[config.mk]
export PLATFORM = sky130hd
export DESIGN_NAME = gb_interrupt_ctrl
export DESIGN_NICKNAME = d
export VERILOG_FILES = /design/src/rtl/gb_interrupt_ctrl.sv
export SDC_FILE = /design/constraint.sdc
export NUM_CORES = 1
export LEC_CHECK = 0
export CAP_MARGIN = 20
export CORE_MARGIN = 1
export CORE_UTILIZATION = 41
export CTS_CLUSTER_SIZE = 12
export DETAILED_ROUTE_END_ITERATION = 6
export PLACE_DENSITY_LB_ADDON = 0.12
export REMOVE_ABC_BUFFERS = 1
export SYNTH_ARGS = -nofsm -noshare
export SYNTH_HDL_FRONTEND = slang
export SYNTH_SLANG_ARGS = --single-unit
[constraint.sdc]
create_clock -name clk -period 1.7 [get_ports clk]
set_input_delay 0.17 -clock clk [delete_from_list [all_inputs] [get_ports clk]]
set_output_delay 0.17 -clock clk [all_outputs]
set_load 0.02 [all_outputs]
[src/rtl/gb_interrupt_ctrl.sv]
// Game Boy interrupt controller: owns IF (0xFF0F) and IE (0xFFFF), edge-detects the
// five request lines into IF and returns the highest-priority vector on CPU acknowledge.
module gb_interrupt_ctrl (
   input  logic        clk,
   input  logic        reset,
   input  logic [7:0]  data_i,
   input  logic [15:0] addr,
   input  logic        wren,
   output logic [7:0]  data_o,
   input  logic        irq_vblank,
   input  logic        irq_stat,
   input  logic        irq_timer,
   input  logic        irq_serial,
   input  logic        irq_joypad,
   input  logic        int_ack,
   output logic        int_pending,
   output logic [7:0]  int_vector
);

   localparam logic [15:0] ADDR_IF = 16'hFF0F;
   localparam logic [15:0] ADDR_IE = 16'hFFFF;

   logic [4:0] if_q;
   logic [7:0] ie_q;
   logic [4:0] req_prev;
   logic [4:0] req;
   logic [4:0] set;
   logic [4:0] pend;
   logic [4:0] clr;
   logic [4:0] base;
   logic [4:0] if_next;
   logic [7:0] vec;
   logic       wr_if;
   logic       wr_ie;

   assign req   = {irq_joypad, irq_serial, irq_timer, irq_stat, irq_vblank};
   assign set   = req & ~req_prev;
   assign pend  = ie_q[4:0] & if_q;
   assign wr_if = wren && (addr == ADDR_IF);
   assign wr_ie = wren && (addr == ADDR_IE);

   assign int_pending = |pend;

   // Lowest pending index wins; vec/clr stay zero when nothing enabled is pending.
   always_comb begin
      vec = 8'h00;
      clr = 5'b00000;
      if (pend[0]) begin
         vec = 8'h40;
         clr = 5'b00001;
      end else if (pend[1]) begin
         vec = 8'h48;
         clr = 5'b00010;
      end else if (pend[2]) begin
         vec = 8'h50;
         clr = 5'b00100;
      end else if (pend[3]) begin
         vec = 8'h58;
         clr = 5'b01000;
      end else if (pend[4]) begin
         vec = 8'h60;
         clr = 5'b10000;
      end
   end

   // int_ack is a one-cycle strobe with no back-pressure: each sampled ack consumes
   // at most one IF bit, and a fresh request edge always wins over clear or write.
   always_comb begin
      base    = wr_if ? data_i[4:0] : if_q;
      if_next = (base & ~(int_ack ? clr : 5'b00000)) | set;
   end

   always_ff @(posedge clk or negedge reset) begin
      if (!reset) begin
         if_q       <= 5'b00000;
         ie_q       <= 8'h00;
         req_prev   <= 5'b00000;
         int_vector <= 8'h00;
      end else begin
         if_q     <= if_next;
         req_prev <= req;
         if (wr_ie)
            ie_q <= data_i;
         if (int_ack)
            int_vector <= vec;
      end
   end

   always_comb begin
      data_o = 8'h00;
      if (addr == ADDR_IF)
         data_o = {3'b111, if_q};
      else if (addr == ADDR_IE)
         data_o = ie_q;
   end

endmodule

# Word level (Yosys, flattened, before mapping)
# Index checks and enable logic that the tools add are counted.
[word_totals] inputBits=33 elab_cells=29 out_inout_bits=17 ff_bits=26
[op_classes] eq_ne=2 n_mux=14 n_bitwise=6 reduce_logical=3
[ops] operator="5-bit 2-to-1 mux" n=7
[ops] operator="7-bit 2-to-1 mux" n=5
[ops] operator="16-bit == test, second input constant" n=2
[ops] operator="8-bit 2-to-1 mux" n=2
[ops] operator="5-bit AND" n=3
[ops] operator="5-bit inverter" n=2
[ops] operator="5-bit bitwise OR" n=1
[ops] operator="5-bit OR reduction" n=1
[ops] operator="1-bit logical AND" n=2

# Logic depth before layout (Yosys ltp)
# Gate-level depths: netlist (run 1).
[logic_depth] ltp_word=10 depth_mapped=4 ltp_nobuf=4

# Worst setup path before layout (run 1)
# Ideal clock, no wire load.
[synth_timing] kind="input to output" from="input port addr[3]" to="output port data_o[0]" stages=3 n_path_buf=0 t_required_ps=1530 arrival_ps=1462 slack_ps=68 path_cell_list="nand4_1 -> nor4_1 -> a22o_2"
[synth_between] elab_chain_len=3 word_cells_on_any_way=4 classes_between="2 x eq/ne; 2 x mux"
[synth_rtl] item="start, declared" line_no="7" rtl="input logic [15:0] addr,"
[synth_rtl] item="16-bit == test" line_no="93" rtl="else if (addr == ADDR_IE)"
[synth_rtl] item="8-bit 2-to-1 mux" line_no="93"
[synth_rtl] item="8-bit 2-to-1 mux *" line_no="91" rtl="if (addr == ADDR_IF)"
[synth_rtl] item="end, declared" line_no="9" rtl="output logic [7:0] data_o,"
# Mark *: on every way between the ends. The rest lies on a longest branch, timed or not.

# Worst setup path in the final report (run 1)
[layout_timing] from="input port addr[12]" to="register ie_q[7]"
[layout_between] elab_chain_len=2
[layout_rtl] item="16-bit == test" line_no="40" rtl="assign wr_ie = wren && (addr == ADDR_IE);"
[layout_rtl] item="1-bit logical AND" line_no="40"
[layout_rtl] item="end signal, assigned" line_no="83" rtl="ie_q <= data_i;"
[layout_rtl] item="end, declared" line_no="24" rtl="logic [7:0] ie_q;"
# Every way passes these cells.
# A chain may end at the register's enable or synchronous reset.

==> out/metrics.yaml, run 1 <==
worst_hold_path:
  holdCritPathClass: "in2async"
final_layout:
  final_cells: 201
  area_delta_synth_final_pct: 66.5
  finalNetCount: 205
  drive_gt1_share_pct: 40.9
  insertedDiodeCount: 0
sta:
  slew_viol_final: 0
  finalSetupTns_ns: 0
  skew_ns: 0.00267
  period_share_pct: 96.9
  hold_viol: 0
  fin_ws_ns: 0.0526
  period_minus_slack_ns: 1.65
  finalSetupViolCount: 0
  hold_slack_ns: 0.181
  fmax_mhz: 607
status:
  status: "finished, final reports clean"
worst_setup_path:
  path_buf_inv: 3
  crit_family: "simple AND/OR/NAND/NOR gates"
  worstReg2RegStart: "if_q[1]"
  worstPathRequired_ns: 1.92
  max_stage_delay_ns: 0.55
  r2r_cells: 5
  cp_max_fo: 5
  path_cells: "clkdlybuf4s15_1 -> nand4_1 -> buf_4 -> or4_4 -> nor2_4 -> buf_6 -> mux2_4"
  cpMaxStageDelayCell: "or4_4"
  cp.arrival_ns: 1.87
  reg2reg_slack_ns: 0.34
  start_kind: "primary input"
  r2r_end: "if_q[4]"
  critPathCaptureType: "flop"
  path_class: "in2reg"
yosys:
  synth_area_leaders: "dfrtp_1 49%, mux2_2 10%, nand4_1 6.2%"
  synth_top_family_by_area: "simple AND/OR/NAND/NOR gates"
  syn_area_per_cell_um2: 11.4
  synth_seq_cells: 22
  netlist_instances: 98
  synth_top_area_cell: "dfrtp_1"
  synthAdderAreaFrac_pct: 0
  synth_top_area_share_pct: 49.5
  muxShareOfSynthArea_pct: 10.1
  synth_compound_area_share_pct: 16.2
  synth_xor_xnor_area_share_pct: 0
  yosysUniqueCellTypes: 25
  ys_warn_count: 0
  yosysSeqAreaShare_pct: 49.5
  synthSimpleGateAreaFrac_pct: 18.1
  netlist_area_um2: 1110
power:
  peakVddDrop_uv: 443
  power.density_nw_per_um2: 578
  totalPowerFinal_mw: 1.07
  leakage_nw: 0.867
cts:
  cts_buffer_depth: 2
  path_clk_slew_ns: 0.13
  cts_root_buf: "clkbuf_4"
  htreeDepth: 1
  worst_skew_pair.late_latency_ns: 0.32
  cts.sinks: 22
  numCtsBuffers: 3
  cts_tree: "yes"
  cts_hold_buf: 0
route:
  via_count: 1106
  dr.pass1.iters: 4
  drt-total-wl_um: 3150
  drc_errors: 0
  drt_iter0_drc: 19
  viasPerCell: 5.50
  ant_nets: 0
  wl_per_cell_um: 15.7
die:
  die_h_um: 54.1
  io_pins: 50
  die_area_um2: 2930
  core.rowCount: 18
  initial_core_util_pct: 44.1
  fp.dieW_um: 54.1
  core_um2: 2520
placement:
  dpl.hpwl_um: 2240
  pre_cts_ws_ns: -0.753
  placedCellCount: 190
  place.gp.congestion: 0.795
  place.port_buffers: 45
global_route:
  grt-ovfl-total: 0
  grt_max_degree: 23
  antenna_found_initial: 0
  grt_pass1_wl_um: 5090
  grt_pass1_vias: 1112
  grt_util_all_layers_pct: 25.0
job:
  cap_viol_max_count: 0
-- sequential cells by signal, indices dropped and copies added (netlist names) --
| name | flops |
|---|---|
| ie_q | 8 |
| if_q | 5 |
| int_vector | 4 |
| req_prev | 5 |
-- worst max-delay path by stage --
stage,from,end,slack [ns],cells past startpoint
2_1_floorplan,addr[3],data_o[0],0.07,3
3_3_place_gp,addr[4],data_o[1],-0.74,6
3_5_place_dp,addr[4],data_o[1],-0.75,6
4_1_cts,if_q[2],int_pending,0.007,3
5_1_grt,addr[12],ie_q[0],-0.002,7
6_report,addr[12],ie_q[7],0.05,7
-- synth_stat cells --
cell type,count
dfrtp_1,22
nand4_1,11
mux2_2,10
inv_1,8
nand2_1,6
a22o_2,5
a21o_2,4
buf_4,4
a22oi_1,3
nor4_1,3
o221ai_1,3
a21oi_1,2
and2_1,2
nand3b_1,2
o22ai_1,2
or4_4,2
a32o_2,1
clkbuf_1,1
conb_1,1
nand3_1,1
nor2_1,1
nor2_4,1
nor4_4,1
o21ai_0,1
o31ai_1,1
-- power breakdown --
group / leakage [nW] / switching (mW) / internal [mW] / total [mW]
clock: 0.0279 / 0.176 / 0.239 / 0.415
sequential: 0.269 / 0.00194 / 0.529 / 0.531
combinational: 0.570 / 0.0514 / 0.0725 / 0.124
total: 0.867 / 0.229 / 0.840 / 1.07
-- through the flow --
step | cell area (um2) | utilization (%)
final | 1850 | 73.4
after global routing | 1850 | 73.4
after CTS | 1830 | 72.7
after detailed placement | 1720 | 68.2
after global placement | 1720 | 68.2
after floorplan | 1090 | -
-- metal layers --
metal | GRT usage [%] | vias to the layer above | routed length [um]
li1 | - | 518 | -
met3 | 3.11 | 7 | 161
met5 | 0 | - | 0
met1 | 29.4 | 546 | 1270
met4 | 9.83 | 0 | 57
met2 | 45.3 | 35 | 1660
-- cells by family after synthesis --
logic type	after synthesis
other	1
buffers and inverters	13
and+or+nand+nor	30
muxes	10
AOI/OAI and AO/OA	22
DFF	22
-- cell type report --
type | instances | area [um2]
fillers | 199 | 671
repair buffers | 71 | 613
flip-flops and latches | 22 | 552
clock buffers | 3 | 22.5
well taps | 30 | 37.5
clock inverters | 1 | 30.0
inverters | 8 | 30.0
multi-input cells | 66 | 567
-- cell usage in the layout, fill, tap and decap left out, types with 2 or more instances in the layout --
master and count:
clkbuf_4 3, conb_1 4, buf_2 3, clkdlybuf4s15_1 7, buf_4 30, and2_1 2
o221ai_1 3, mux2_2 3, mux2_4 7, inv_1 8, nand4_1 11, dfrtp_1 21
a22o_4 2, a22o_2 3, or4_4 2, clkdlybuf4s50_1 20, buf_6 4, o22ai_1 2
dlygate4sd2_1 6, nor4_1 2, nand3b_1 2, a21o_2 4, a21oi_1 2, a22oi_2 2
nand2_1 6
-- timing repair --
| action | 4_1_cts | 5_1_grt |
|---|---|---|
| setup buffers | 6 | 1 |
| pin swaps | 9 | 5 |
| setup endpoints to repair | 21 | 18 |
| resized for setup | 82 | 10 |
Note: power is estimated with default switching activity, not from simulation.
==> inputs of run 2 (changes only) <==
--- a/config.mk
+++ b/config.mk
@@ -5,6 +5,7 @@
 export SDC_FILE = /design/constraint.sdc
 export NUM_CORES = 1
 export LEC_CHECK = 0
+export ABC_CLOCK_PERIOD_IN_PS = 1700
 export CAP_MARGIN = 20
 export CORE_MARGIN = 1
 export CORE_UTILIZATION = 41
@@ -12,6 +13,7 @@
 export DETAILED_ROUTE_END_ITERATION = 6
 export PLACE_DENSITY_LB_ADDON = 0.12
 export REMOVE_ABC_BUFFERS = 1
+export SKIP_LAST_GASP = 1
 export SYNTH_ARGS = -nofsm -noshare
 export SYNTH_HDL_FRONTEND = slang
 export SYNTH_SLANG_ARGS = --single-unit
==> out/metrics.yaml, run 2 (synthesized netlist as in run 1, its figures left out) <==
status:
  status: "finished, final reports clean"
route:
  wl_per_cell_um: 15.7
  drt_iter0_drc: 19
  drt-total-wl_um: 3150
  viasPerCell: 5.48
  via_count: 1102
  ant_nets: 0
  drc_errors: 0
  dr.pass1.iters: 4
placement:
  place.gp.congestion: 0.795
  place.port_buffers: 45
  dpl.hpwl_um: 2240
global_route:
  grt_pass1_vias: 1112
  grt_util_all_layers_pct: 25.0
  grt-ovfl-total: 0
  grt_pass1_wl_um: 5090
  antenna_found_initial: 0
  grt_max_degree: 23
final_layout:
  largest_reg_flops: 8
  final_cell_mix: "30 x buf_4, 21 x dfrtp_1, 20 x clkdlybuf4s50_1"
  fillCellCount: 197
  area_delta_synth_final_pct: 66.4
  largest-register: "ie_q"
  reg.largest.list: "ie_q: 8 flops, if_q: 5 flops, req_prev: 5 flops"
  insertedDiodeCount: 0
  drive_gt1_share_pct: 40.9
  fin_util_pct: 73.4
  final_common_cell: "buf_4"
  finalNetCount: 205
worst_setup_path:
  path_cells: "clkdlybuf4s15_1 -> nand4_1 -> buf_4 -> or4_4 -> nor2_4 -> buf_6 -> mux2_4"
  critPathCaptureType: "flop"
  path_buf_inv: 3
  cp.depth: 7
  worstPathRequired_ns: 1.92
  max_stage_delay_ns: 0.55
  path_class: "in2reg"
  cp_max_fo: 5
  cpMaxStageDelayCell: "or4_4"
  start_kind: "primary input"
  r2r_cells: 5
  cp.arrival_ns: 1.87
  crit_family: "simple AND/OR/NAND/NOR gates"
die:
  io_pins: 50
  die_h_um: 54.1
  core_um2: 2520
  initial_core_util_pct: 44.1
  core.rowCount: 18
  fp.dieW_um: 54.1
  die_area_um2: 2930
sta:
  skew_ns: 0.00207
  finalSetupTns_ns: 0
  fmax_mhz: 606
  period_share_pct: 97.0
  period_minus_slack_ns: 1.65
  hold_viol: 0
  rsz0062_at_grt: "true"
  finalSetupViolCount: 0
  slew_viol_final: 0
job:
  cap_viol_max_count: 0
cts:
  cts.sinks: 22
  cts_tree: "yes"
  cts_hold_buf: 0
  cts_buffer_depth: 2
  htreeDepth: 1
  worst_skew_pair.late_latency_ns: 0.32
  cts_root_buf: "clkbuf_4"
  path_clk_slew_ns: 0.13
  numCtsBuffers: 3
power:
  peakVddDrop_uv: 442
  clkPwrFrac_pct: 38.7
  p_switching_uw: 228
  sw_frac_of_total_pct: 21.3
  p_seq_share_pct: 49.7
  comb_power_share_pct: 11.6
  internal-power_uw: 840
  power.density_nw_per_um2: 577
  leakage_nw: 0.871
worst_hold_path:
  holdCritPathClass: "in2async"
run 2: path summary, 6_finish.rpt:
| kind | startpoint | to | slack (ns) |
|---|---|---|---|
| max | addr[12] | ie_q[7] | 0.05 |
| min | reset | req_prev[3] | 0.18 |
| max reg2reg | if_q[1] | if_q[4] | 0.35 |
| min reg2reg | req_prev[2] | if_q[2] | 0.44 |
| max in group asynchronous | reset | if_q[1] | 1.27 |
| min in group clk | irq_timer | req_prev[2] | 0.30 |
run 2: worst register-to-register path, delay by kind of cell (launching register included):
| kind | cells | cell delay (ns) |
|---|---|---|
| flops | 1 | 0.47 |
| buf+inv | 1 | 0.16 |
| compound gates | 2 | 0.35 |
| simple gates | 2 | 0.25 |
run 2: cell type report:
| type | count | area (um2) | share of cell area (%) |
|---|---|---|---|
| Sequential cell | 22 | 552 | 29.8 |
| Clock buffer | 3 | 22.5 | 1.22 |
| Multi-Input combinational cell | 66 | 567 | 30.6 |
| Timing Repair Buffer | 71 | 612 | 33.1 |
| Clock inverter | 1 | 30.0 | 1.62 |
| Inverter | 8 | 30.0 | 1.62 |
| Tap cell | 30 | 37.5 | 2.03 |
run 2: what timing repair did:
action | CTS | global route
hold endpoints to repair | 0 | 0
endpoints found under the setup margin | 21 | 18
resized for setup | 82 | 9
pin swaps | 9 | 5
setup buffers | 6 | 1
run 2: metrics by stage:
stage | std cells | total power [mW] | setup WS (ns) | hold WS (ns) | instance area [um2]
2_1_floorplan | 96 | 0.560 | 0.0683 | -0.126 | 1090
3_3_place_gp | 190 | 0.670 | -0.744 | 0.425 | 1720
3_5_place_dp | 190 | 0.673 | -0.753 | 0.431 | 1720
4_1_cts | 200 | 1.08 | 0.00684 | 0.186 | 1830
5_1_grt | 201 | 1.10 | -0.0103 | 0.206 | 1850
6_report | 201 | 1.07 | 0.0508 | 0.183 | 1850
run 2: layer usage:
layer  wire [um]  GRT usage, %  share of wire [%]
met2        1660          45.3                 53
met5           0             0                  0
met4          51          9.83                1.6
met3         163          3.11                5.2
met1        1270          29.4                 40
run 2: power by group through the flow:
| stage | Combinational (mW) | Sequential (mW) | Clock (mW) |
|---|---|---|---|
| global route | 0.135 | 0.532 | 0.433 |
| global placement | 0.128 | 0.541 | 0 |
| CTS | 0.122 | 0.531 | 0.422 |
| floorplan | 0.0194 | 0.541 | 0 |
| detailed placement | 0.131 | 0.542 | 0 |
| finish | 0.124 | 0.531 | 0.413 |
